$ cat src/rtl/exec_sequencer.sv
// Fetch/decode/execute control FSM for a 6502 core subset.
// Ports: clk, rst (async high), run, pc, acc_reg/x_reg/y_reg, mem_rdata in;
//        next_pc, alu_hold_reg, wr_enable, reg_dest, mem_addr, mem_rd,
//        halted, flag_n, flag_z, instr_done, instr_count out.
module exec_sequencer #(
   parameter logic [15:0] RESET_PC = 16'h0200,
   parameter int          CNT_W    = 16
) (
   input  logic             clk,
   input  logic             rst,
   input  logic             run,
   input  logic [15:0]      pc,
   input  logic [7:0]       acc_reg,
   input  logic [7:0]       x_reg,
   input  logic [7:0]       y_reg,
   input  logic [7:0]       mem_rdata,
   output logic [15:0]      next_pc,
   output logic [7:0]       alu_hold_reg,
   output logic             wr_enable,
   output logic [1:0]       reg_dest,
   output logic [15:0]      mem_addr,
   output logic             mem_rd,
   output logic             halted,
   output logic             flag_n,
   output logic             flag_z,
   output logic             instr_done,
   output logic [CNT_W-1:0] instr_count
);

   typedef enum logic [2:0] {
      ST_RESET, ST_FETCH, ST_DECODE,
      ST_OPER_LO, ST_OPER_HI, ST_HALT
   } state_t;

   localparam logic [7:0] OP_TAX = 8'hAA;
   localparam logic [7:0] OP_TAY = 8'hA8;
   localparam logic [7:0] OP_TXA = 8'h8A;
   localparam logic [7:0] OP_TYA = 8'h98;
   localparam logic [7:0] OP_INX = 8'hE8;
   localparam logic [7:0] OP_INY = 8'hC8;
   localparam logic [7:0] OP_DEX = 8'hCA;
   localparam logic [7:0] OP_DEY = 8'h88;
   localparam logic [7:0] OP_NOP = 8'hEA;
   localparam logic [7:0] OP_LDA = 8'hA9;
   localparam logic [7:0] OP_LDX = 8'hA2;
   localparam logic [7:0] OP_LDY = 8'hA0;
   localparam logic [7:0] OP_JMP = 8'h4C;

   localparam logic [1:0] DST_A = 2'b00;
   localparam logic [1:0] DST_X = 2'b01;
   localparam logic [1:0] DST_Y = 2'b10;

   localparam logic [CNT_W-1:0] CNT_ONE = {{(CNT_W-1){1'b0}}, 1'b1};

   state_t     state;
   state_t     state_nxt;
   logic [7:0] ir;
   logic [7:0] lo;
   logic       ir_ld;
   logic       lo_ld;

   always_ff @(posedge clk or posedge rst) begin
      if (rst) begin
         state       <= ST_RESET;
         ir          <= 8'h00;
         lo          <= 8'h00;
         flag_n      <= 1'b0;
         flag_z      <= 1'b0;
         instr_count <= '0;
      end else begin
         state <= state_nxt;
         if (ir_ld) ir <= mem_rdata;
         if (lo_ld) lo <= mem_rdata;
         if (wr_enable) begin
            flag_z <= (alu_hold_reg == 8'h00);
            flag_n <= alu_hold_reg[7];
         end
         if (instr_done) instr_count <= instr_count + CNT_ONE;
      end
   end

   always_comb begin
      state_nxt    = state;
      next_pc      = pc;
      mem_addr     = pc;
      mem_rd       = 1'b0;
      wr_enable    = 1'b0;
      alu_hold_reg = 8'h00;
      reg_dest     = DST_A;
      halted       = 1'b0;
      instr_done   = 1'b0;
      ir_ld        = 1'b0;
      lo_ld        = 1'b0;
      unique case (state)
         ST_RESET: begin
            next_pc   = RESET_PC;
            state_nxt = ST_FETCH;
         end
         ST_FETCH: begin
            if (run) begin
               mem_rd    = 1'b1;
               next_pc   = pc + 16'd1;
               state_nxt = ST_DECODE;
            end
         end
         ST_DECODE: begin
            ir_ld = 1'b1;
            // Implied ops retire here; anything unknown parks in HALT.
            case (mem_rdata)
               OP_TAX, OP_TAY, OP_TXA, OP_TYA,
               OP_INX, OP_INY, OP_DEX, OP_DEY: begin
                  wr_enable  = 1'b1;
                  instr_done = 1'b1;
                  state_nxt  = ST_FETCH;
                  case (mem_rdata)
                     OP_TAX: begin reg_dest = DST_X; alu_hold_reg = acc_reg; end
                     OP_TAY: begin reg_dest = DST_Y; alu_hold_reg = acc_reg; end
                     OP_TXA: begin reg_dest = DST_A; alu_hold_reg = x_reg; end
                     OP_TYA: begin reg_dest = DST_A; alu_hold_reg = y_reg; end
                     OP_INX: begin reg_dest = DST_X; alu_hold_reg = x_reg + 8'd1; end
                     OP_INY: begin reg_dest = DST_Y; alu_hold_reg = y_reg + 8'd1; end
                     OP_DEX: begin reg_dest = DST_X; alu_hold_reg = x_reg - 8'd1; end
                     default: begin reg_dest = DST_Y; alu_hold_reg = y_reg - 8'd1; end
                  endcase
               end
               OP_NOP: begin
                  instr_done = 1'b1;
                  state_nxt  = ST_FETCH;
               end
               OP_LDA, OP_LDX, OP_LDY, OP_JMP: begin
                  mem_rd    = 1'b1;
                  next_pc   = pc + 16'd1;
                  state_nxt = ST_OPER_LO;
               end
               default: state_nxt = ST_HALT;
            endcase
         end
         ST_OPER_LO: begin
            case (ir)
               OP_LDA, OP_LDX, OP_LDY: begin
                  wr_enable    = 1'b1;
                  alu_hold_reg = mem_rdata;
                  instr_done   = 1'b1;
                  state_nxt    = ST_FETCH;
                  case (ir)
                     OP_LDX:  reg_dest = DST_X;
                     OP_LDY:  reg_dest = DST_Y;
                     default: reg_dest = DST_A;
                  endcase
               end
               OP_JMP: begin
                  // Operand pc already advanced; fetch high byte at pc.
                  lo_ld     = 1'b1;
                  mem_rd    = 1'b1;
                  state_nxt = ST_OPER_HI;
               end
               default: state_nxt = ST_HALT;
            endcase
         end
         ST_OPER_HI: begin
            next_pc    = {mem_rdata, lo};
            instr_done = 1'b1;
            state_nxt  = ST_FETCH;
         end
         ST_HALT: begin
            halted = 1'b1;
         end
         default: state_nxt = ST_RESET;
      endcase
   end

endmodule

$ cat config.mk
export PLATFORM = sky130hd
export DESIGN_NAME = exec_sequencer
export DESIGN_NICKNAME = d
export VERILOG_FILES = /design/src/rtl/exec_sequencer.sv
export SDC_FILE = /design/constraint.sdc
export NUM_CORES = 1
export LEC_CHECK = 0
export ABC_AREA = 1
export BUFFER_PORTS_ARGS = -buffer_cell sky130_fd_sc_hd__buf_2
export CORE_ASPECT_RATIO = 0.9
export CORE_MARGIN = 4
export CORE_UTILIZATION = 53
export CTS_CLUSTER_DIAMETER = 80
export CTS_CLUSTER_SIZE = 25
export DETAILED_ROUTE_END_ITERATION = 10
export GPL_ROUTABILITY_DRIVEN = 0
export PLACE_DENSITY = 0.86
export SETUP_SLACK_MARGIN = 0.4
export SYNTH_ARGS = -nofsm -noshare
export SYNTH_HDL_FRONTEND = slang
export SYNTH_SLANG_ARGS = --single-unit
export TNS_END_PERCENT = 1
$ cat constraint.sdc
create_clock -name clk -period 2.6 [get_ports clk]
set_clock_uncertainty 0.1 [all_clocks]
set_input_delay 0 -clock clk [delete_from_list [all_inputs] [get_ports clk]]
set_output_delay 0 -clock clk [all_outputs]
set_load 0.01 [all_outputs]
# Word-level counts from Yosys, hierarchy flattened
# Index checks and enable logic that the tools add are counted.
[op_classes]
n_reduce_logical = 11
n_eq_ne = 23
add_sub_neg = 6
muxes = 28
n_bitwise = 1
[op_table]
columns = ["op", "n"]
rows = [
  ["8-bit == test (second input constant)", 15],
  ["16-bit case mux with 4 select lines", 1],
  ["8-bit case mux with 6 select lines", 1],
  ["16-bit by 1-bit adder with 16-bit output (second input constant)", 2],
  ["16-bit 2-to-1 mux", 2],
  ["8-bit by 1-bit adder with 8-bit output (second input constant)", 2],
  ["8-bit by 7-bit == test with 1-bit output (second input constant)", 2],
  ["8-bit 2-to-1 mux", 2],
  ["8-bit case mux with 2 select lines", 1],
  ["8-bit by 1-bit subtractor with 8-bit output (second input constant)", 2],
  ["3-bit case mux with 5 select lines", 1],
  ["2-bit case mux with 2 select lines", 3],
  ["3-bit case mux with 2 select lines", 2],
  ["1-bit 2-to-1 mux", 9],
  ["9-bit OR reduction", 1],
  ["8-bit logical NOT", 1],
  ["8-bit OR reduction", 1],
  ["3-bit by 2-bit == test with 1-bit output (second input constant)", 2],
  ["3-bit == test (second input constant)", 2],
  ["1-bit case mux with 3 select lines", 2],
  ["2-bit OR reduction", 3],
  ["3-bit OR reduction", 2],
  ["2-bit 2-to-1 mux", 2],
  ["4-bit OR reduction", 1],
  ["7 further kinds", 7],
]
[word_totals]
output_inout_bits = 64
ff_bits = 37

# Longest topological paths before layout
# Gate-level depths: netlist of the first run.
[depth]
word_depth = 6
ltp_mapped = 21

# Least setup slack after synthesis of the first run
# Ideal clock, no wire load.
[synth_timing]
kind = "input-to-reg"
startpoint = "input port mem_rdata[5]"
endpoint = "register flag_z"
setup_slack_ns = 0.534
path_buffers = 0
cell_stages = 15
setup_ns = 0.065
required_ns = 2.435
t_arrival_ns = 1.900
path_cell_list = "inv_2 > nand2_1 > nor2_4 > nand2_1 > ha_1 > a21oi_1 > nand2_1 > nand2_1 > nand2_1 > a21oi_1 > xor2_1 > a21oi_1 > a21oi_1 > nand4_1 > nand2_1"
[synth_between]
elab_chain_cells = 6
word_cells_on_any_way = 17
cone_classes = "eq/ne: 8; mux: 6; reduce/logical: 3"
[synth_lines]
columns = ["element", "line", "text"]
rows = [
  ["from (decl)", "16", "input logic [7:0] mem_rdata,"],
  ["8-bit == test", "109, 115", ""],
  ["2-bit OR reduction (no source line)", "-", ""],
  ["8-bit case mux with 6 select lines", "115", "case (mem_rdata)"],
  ["8-bit 2-to-1 mux", "109", "case (mem_rdata)"],
  ["8-bit case mux with 2 select lines", "94", "unique case (state)"],
  ["8-bit logical NOT", "75", "flag_z <= (alu_hold_reg == 8'h00);"],
  ["to (signal assigned)", "75", ""],
  ["to (decl)", "25", "output logic flag_z,"],
]
# Parallel ways exist; a longest one is shown, timed or not.
# A chain may end at the register's enable or synchronous reset.

# Worst setup path after layout of the first run
[layout_timing]
startpoint = "register state[2]"
endpoint = "output port next_pc[8]"
[layout_between]
elab_chain_cells = 2
word_cells_on_any_way = 5
cone_classes = "eq/ne: 3; mux: 1; reduce/logical: 1"
[layout_lines]
columns = ["element", "line", "text"]
rows = [
  ["from (decl)", "55", "state_t state;"],
  ["from (signal assigned)", "71", "state <= state_nxt;"],
  ["3-bit == test (tied with other cells)", "94", ""],
  ["16-bit case mux with 4 select lines (*)", "94", ""],
  ["to (decl)", "17", "output logic [15:0] next_pc,"],
]
# Every way passes the cells marked *; elsewhere a longest branch is shown, timed or not.

==> results of run 1 <==
area by class of cell:
cell class	count	area share (%)
multi-input combinational	436	52.8
inverter	74	5.99
clock inverter	2	0.207
sequential	37	19.1
clock buffer	6	1.50
timing repair buffer	148	18.0
tap	90	2.32
per-stage QoR:
stage / utilization, % / hold slack (ns) / instance area, um2 / setup slack [ns] / cells
global placement: 63.5 / 0.0219 / 4250 / 0.191 / 756
floorplan: - / -0.00823 / 3700 / 0.534 / 570
CTS: 66.5 / 0.000865 / 4450 / 0.350 / 772
detailed placement: 63.5 / 0.0387 / 4250 / 0.0621 / 756
finish: 72.4 / -0.00715 / 4850 / 0.414 / 793
global route: 72.4 / 0.00393 / 4850 / 0.304 / 793
worst paths after layout:
| kind | from | to | slack [ns] |
|---|---|---|---|
| hold / removal | mem_rdata[0] | lo[0] | -0.007 |
| max in group asynchronous | rst | state[2] | 1.77 |
| setup reg to reg | state[2] | instr_count[13] | 0.49 |
| min in group asynchronous | rst | instr_count[11] | 0.26 |
| setup / recovery | state[2] | next_pc[8] | 0.41 |
| hold reg to reg | lo[3] | lo[3] | 0.40 |
cells in the mapped netlist, types with 2 or more instances:
cell type  instances
a211oi_1           4
a21oi_1           27
a32oi_1            2
buf_4             17
buf_6              3
clkbuf_1           4
dfrtp_1           37
ha_1              10
inv_1             68
inv_2              6
nand2_1          149
nand2_2            9
nand2_4            3
nand3_1           49
nand3_2            2
nand3b_1           2
nand4_1           14
nor2_1            52
nor2_2             5
nor2_4             3
nor3_1            13
o2111ai_1          2
o211ai_1           8
o21ai_0           37
o311ai_0           5
xnor2_1           12
xor2_1            10
state kept, by name, summed over array words and instances (netlist names):
signal and count:
flag_n 1, flag_z 1, state 3, instr_count 16, lo 8, ir 8
worst max-delay path, delay by kind of cell, from the launching register on:
kind	cells	cell delay [ns]
AOI/OAI and AO/OA	2	0.21
DFF	1	0.46
buffers and inverters	4	0.55
and+or+nand+nor	5	0.57
per-layer routing:
metal  part of all wire, %  GRT usage, %  wire length [um]
met1                    39          36.5              4810
met2                    47          44.7              5860
met3                    11          5.19              1370
met4                   2.5          5.56               306
met5                     0             0                 0
kinds of logic after synthesis:
kind of cell	after synthesis	synth area share [%]
xor+xnor	22	5.21
buf+inv	98	12.3
compound gates	95	15.3
flops	37	25.0
simple gates	307	38.3
fa+ha+maj	11	3.93
power by group through the flow:
stage | registers (mW) | clock network [mW] | logic (mW)
CTS | 0.875 | 0.397 | 1.46
global placement | 0.874 | 0 | 1.38
floorplan | 0.875 | 0 | 0.891
detailed placement | 0.882 | 0 | 1.40
finish | 0.897 | 0.384 | 1.65
global route | 0.912 | 0.418 | 1.82
repair_timing:
action,4_1_cts,5_1_grt
gates cloned,0,1
hold buffers,6,0
setup endpoints to repair,24,35
resized for setup,13,60
buffers inserted,2,20
hold endpoints to repair,43,0
pin swaps,3,15
==> flow_summary.ini, run 1 <==
[pwr]
comb_power_share_pct = 56.3
leakagePower_nw = 2.55
power_switching_mw = 1.36
p_clk_share_pct = 13.1
p_int_mw = 1.57
p_per_area_mw_per_mm2 = 605
switching_share_pct = 46.4
power_mw = 2.93
power.share.sequential_pct = 30.6
ir_drop_v = 0.000410

[run_status]
violations = negative hold slack
outcome = finished, violations left

[worst_setup_path]
max_stage_delay_ns = 0.46
worstSetupPathType = reg2out
cp_common_cell = nand2_2
cp.arrival_ns = 2.09
end_kind = output pin
slowest_stage = dfrtp_2
worstRegToRegCells = 12
critPathLaunchType = flip-flop
path_cells = inv_2 > nand2_1 > nor2_2 > buf_6 > nand2_2 > nand2_2 > inv_1 > nand2_4 > a21oi_1 > o21ai_0 > buf_2
cp_data_required_time_ns = 2.50
path_max_fanout = 9

[synth]
synth_flop_cell = dfrtp_1
synth_top_area_cell = dfrtp_1
synth.area.top_cells = dfrtp_1 25%, nand2_1 15%, inv_1 6.9%
syn_nets = 632
avgSynthCellArea_um2 = 6.49
synth_cells = 570
synth_cell_types = 44
ys_ff_latch = 37
ys_seq_area_share_pct = 25.0
synth-edff-count = 0
synth_top_area_share_pct = 25.0
ys_warn_count = 0
async_reset_ff_share_pct = 100
syn_area_mm2 = 0.00370

[clock_network]
worstSkewPairLatency_ns = 0.29
cts_max_level = 2
cts_tree = done
clkTransAtPathRegs_ns = 0.07
numCtsBuffers = 5
cts_num_sinks = 37
ctsRootBufferMaster = clkbuf_8
clock_path_buffers = 2

[drt]
drt_iter0_drc = 460
wl_per_cell_um = 15.6
dr.pass1.iters = 7
via_per_inst = 5.78
route.detailed.drc = 0
wl_um = 12300
num_vias = 4585
ant_nets = 0

[die]
io_pins = 115
row_count = 28
die_height_um = 87.2
start_util_pct = 55.3
die_w_um = 96.0
dieArea_mm2 = 0.00838
core_mm2 = 0.00669

[layout]
final_common_cell = nand2_1
nets = 764
most-common-layout-cells = 138 x nand2_1, 112 x buf_2, 65 x inv_1
drive_gt1_share_pct = 31.6
n_antenna_cell = 0
seqCellArea_um2 = 927
fillers = 532
area_growth_pct = 31.1
multi_input_area_mm2 = 0.00256

[flow_run]
drv_cap = 0

[timing]
setup_viol = 0
hold_slack_ns = -0.00715
hold_viol = 2
final_max_slew_viol_count = 0
min_period_ns = 2.19
max_freq_ghz = 0.457
slew_headroom_pct = 68.6
rsz0062_at_grt = true
worst_pin_slew_ns = 0.469
setup_tns_ns = 0
fin_crit_sh_pct = 84.1

[min_path]
min_path_type = in2reg
min_path_cells = 3

[place]
port_buffers = 114
dpl.hpwl_um = 8880

[grt]
track_usage_pct = 27.0
grt_max_degree = 38
overflow = 0
grt_pass1_vias = 3896
grt_first_pass_wirelength_um = 18100
antenna_found_initial = 0
Power figures use the tool's default switching activity.
==> run 2: changes to the inputs <==
- CORE_UTILIZATION: 53 -> 48
- PLACE_DENSITY: 0.86 -> 0.83
- clock period: 2.6 -> 2 ns (I/O delays scaled with it)
==> flow_summary.ini, run 2 (synthesis gave the netlist of run 1 again) <==
[pwr]
comb_power_share_pct = 60.6
p_clk_share_pct = 13.8
p_per_area_mw_per_mm2 = 821
power_switching_mw = 2.09
switching_share_pct = 44.6
p_int_mw = 2.60
ir_drop_v = 0.000538
power.share.sequential_pct = 25.6
leakagePower_nw = 3.03

[drt]
wl_um = 14900
num_vias = 5095
m1WireLength_um = 5580
ant_nets = 0
dr.pass1.iters = 9
route.detailed.drc = 0
wl_met3_um = 1550
wl_per_cell_um = 17.1
via_per_inst = 5.82
routed-wl-met2_um = 7110
drt_iter0_drc = 520
routed.top_layer = met4

[run_status]
outcome = finished, violations left
violations = negative setup slack

[worst_setup_path]
path_cells = buf_4 > buf_4 > nor2_2 > inv_2 > nor2_4 > inv_2 > buf_6 > buf_6 > nor2_4 > a21oi_2 > buf_4 > inv_2 > buf_6
r2r-start = state[2]
cp_num_buf_inv = 9
cp_top_family = buffers and inverters
cp_data_required_time_ns = 1.90
crit_path_start = state[2]
r2r_end = flag_z
end_kind = output pin
path_depth = 13
slowest_stage = dfrtp_1
worstRegToRegCells = 15
cp.arrival_ns = 2.07
worstSetupPathType = reg2out
endpoint = alu_hold_reg[3]
max_stage_delay_ns = 0.41
critPathLaunchType = flip-flop
r2r_setup_slack_ns = -0.15
path_max_fanout = 6

[min_path]
min_path_type = in2reg
min_path_cells = 4

[place]
dp_slack_ns = -0.223
port_buffers = 114
dpl.hpwl_um = 9660

[flow_run]
drv_cap = 0

[grt]
grt_pass1_vias = 4568
track_usage_pct = 28.5
grt_max_degree = 38
overflow = 0
grt_first_pass_wirelength_um = 21400
antenna_found_initial = 0

[clock_network]
cts_tree = done
worstSkewPairLatency_ns = 0.29
clock_path_buffers = 2
clkTransAtPathRegs_ns = 0.07
cts_max_level = 2
numCtsBuffers = 5
cts_num_sinks = 37
ctsRootBufferMaster = clkbuf_8

[timing]
hold_slack_ns = 0.0402
fin_crit_sh_pct = 109
setup_tns_ns = -1.97
final_max_slew_viol_count = 0
slew_headroom_pct = 64.7
min_period_ns = 2.17
setup_slack_ns = -0.171
worst_pin_slew_ns = 0.522
setup_viol = 25
hold_viol = 0
max_freq_ghz = 0.461
rsz0062_at_grt = true

[die]
die_w_um = 101
dieArea_mm2 = 0.00917
start_util_pct = 49.3
die_height_um = 91.3
core_mm2 = 0.00751
io_pins = 115
row_count = 30

[layout]
area_growth_pct = 54.6
largest_reg_flops = 16
reg.largest.list = instr_count: 16 flops, ir: 8 flops, lo: 8 flops
largest-register = instr_count
drive_gt1_share_pct = 45.2
n_antenna_cell = 0
final_common_cell = nand2_1
most-common-layout-cells = 126 x nand2_1, 106 x buf_2, 85 x buf_4
fillers = 513
nets = 840
## run 2: changes by cell type in the layout (fill, tap and decap cells not counted), moves of 6 or more
| cell | previous run | this run |
|---|---|---|
| buf_6 | 4 | 28 |
| nor2_1 | 45 | 39 |
| a21oi_2 | 5 | 11 |
| nand2_4 | 6 | 12 |
| inv_1 | 65 | 51 |
| buf_4 | 25 | 85 |
| nand2_1 | 138 | 126 |
| nand2_2 | 15 | 24 |
| inv_2 | 5 | 18 |
| a21oi_1 | 22 | 16 |
| buf_2 | 112 | 106 |
## run 2: what timing repair did
action	CTS	global route
hold endpoints to repair	38	0
gates resized for setup	67	77
cloned	1	0
buffers inserted	35	13
setup endpoints to repair	52	57
pin swaps	34	43
hold buffers	2	0
## run 2: per-stage QoR
step	power (mW)	std cells	util (%)	cell area, um2
2_1_floorplan	2.32	570	-	3770
3_3_place_gp	3.09	816	63.3	4750
3_5_place_dp	3.15	816	63.3	4750
4_1_cts	4.22	862	71.6	5380
5_1_grt	4.95	875	76.1	5720
6_report	4.69	875	76.1	5720
## run 2: tightest hold or removal path, cell delays in order
cell	delay [ns]
buf_8	0.11
inv_6	0.05
buf_4	0.14
o21ai_0	0.09
## run 2: power by group through the flow
stage	registers, mW	clock network (mW)	logic, mW
final	1.20	0.650	2.85
after global routing	1.22	0.690	3.04
after detailed placement	1.15	0	2.00
after CTS	1.14	0.653	2.43
after floorplan	1.14	0	1.19
after global placement	1.13	0	1.95
## run 2: worst min path at each step
| stage | endpoint | slack (ns) | start |
|---|---|---|---|
| 2_1_floorplan | mem_addr[0] | -0.008 | pc[0] |
| 3_3_place_gp | instr_count[9] | 0.02 | rst |
| 5_1_grt | ir[4] | 0.03 | mem_rdata[4] |
| 4_1_cts | ir[2] | 0.004 | mem_rdata[2] |
| 3_5_place_dp | instr_count[8] | 0.04 | rst |
| 6_report | lo[4] | 0.04 | mem_rdata[4] |
## run 2: cell type report
class / instances / area (um2) / area share [%]
clock buffer: 6 / 72.6 / 1.27
multi-input combinational: 436 / 2710 / 47.4
tap: 96 / 120 / 2.10
timing repair buffer: 224 / 1550 / 27.2
sequential: 37 / 928 / 16.2
inverter: 74 / 295 / 5.17
clock inverter: 2 / 38.8 / 0.679
## run 2: metal layers
layer,global-route usage (%),up-vias
met5,0,-
met4,10.8,0
met3,5.38,78
met2,46.5,380
met1,37.1,2344
li1,-,2293
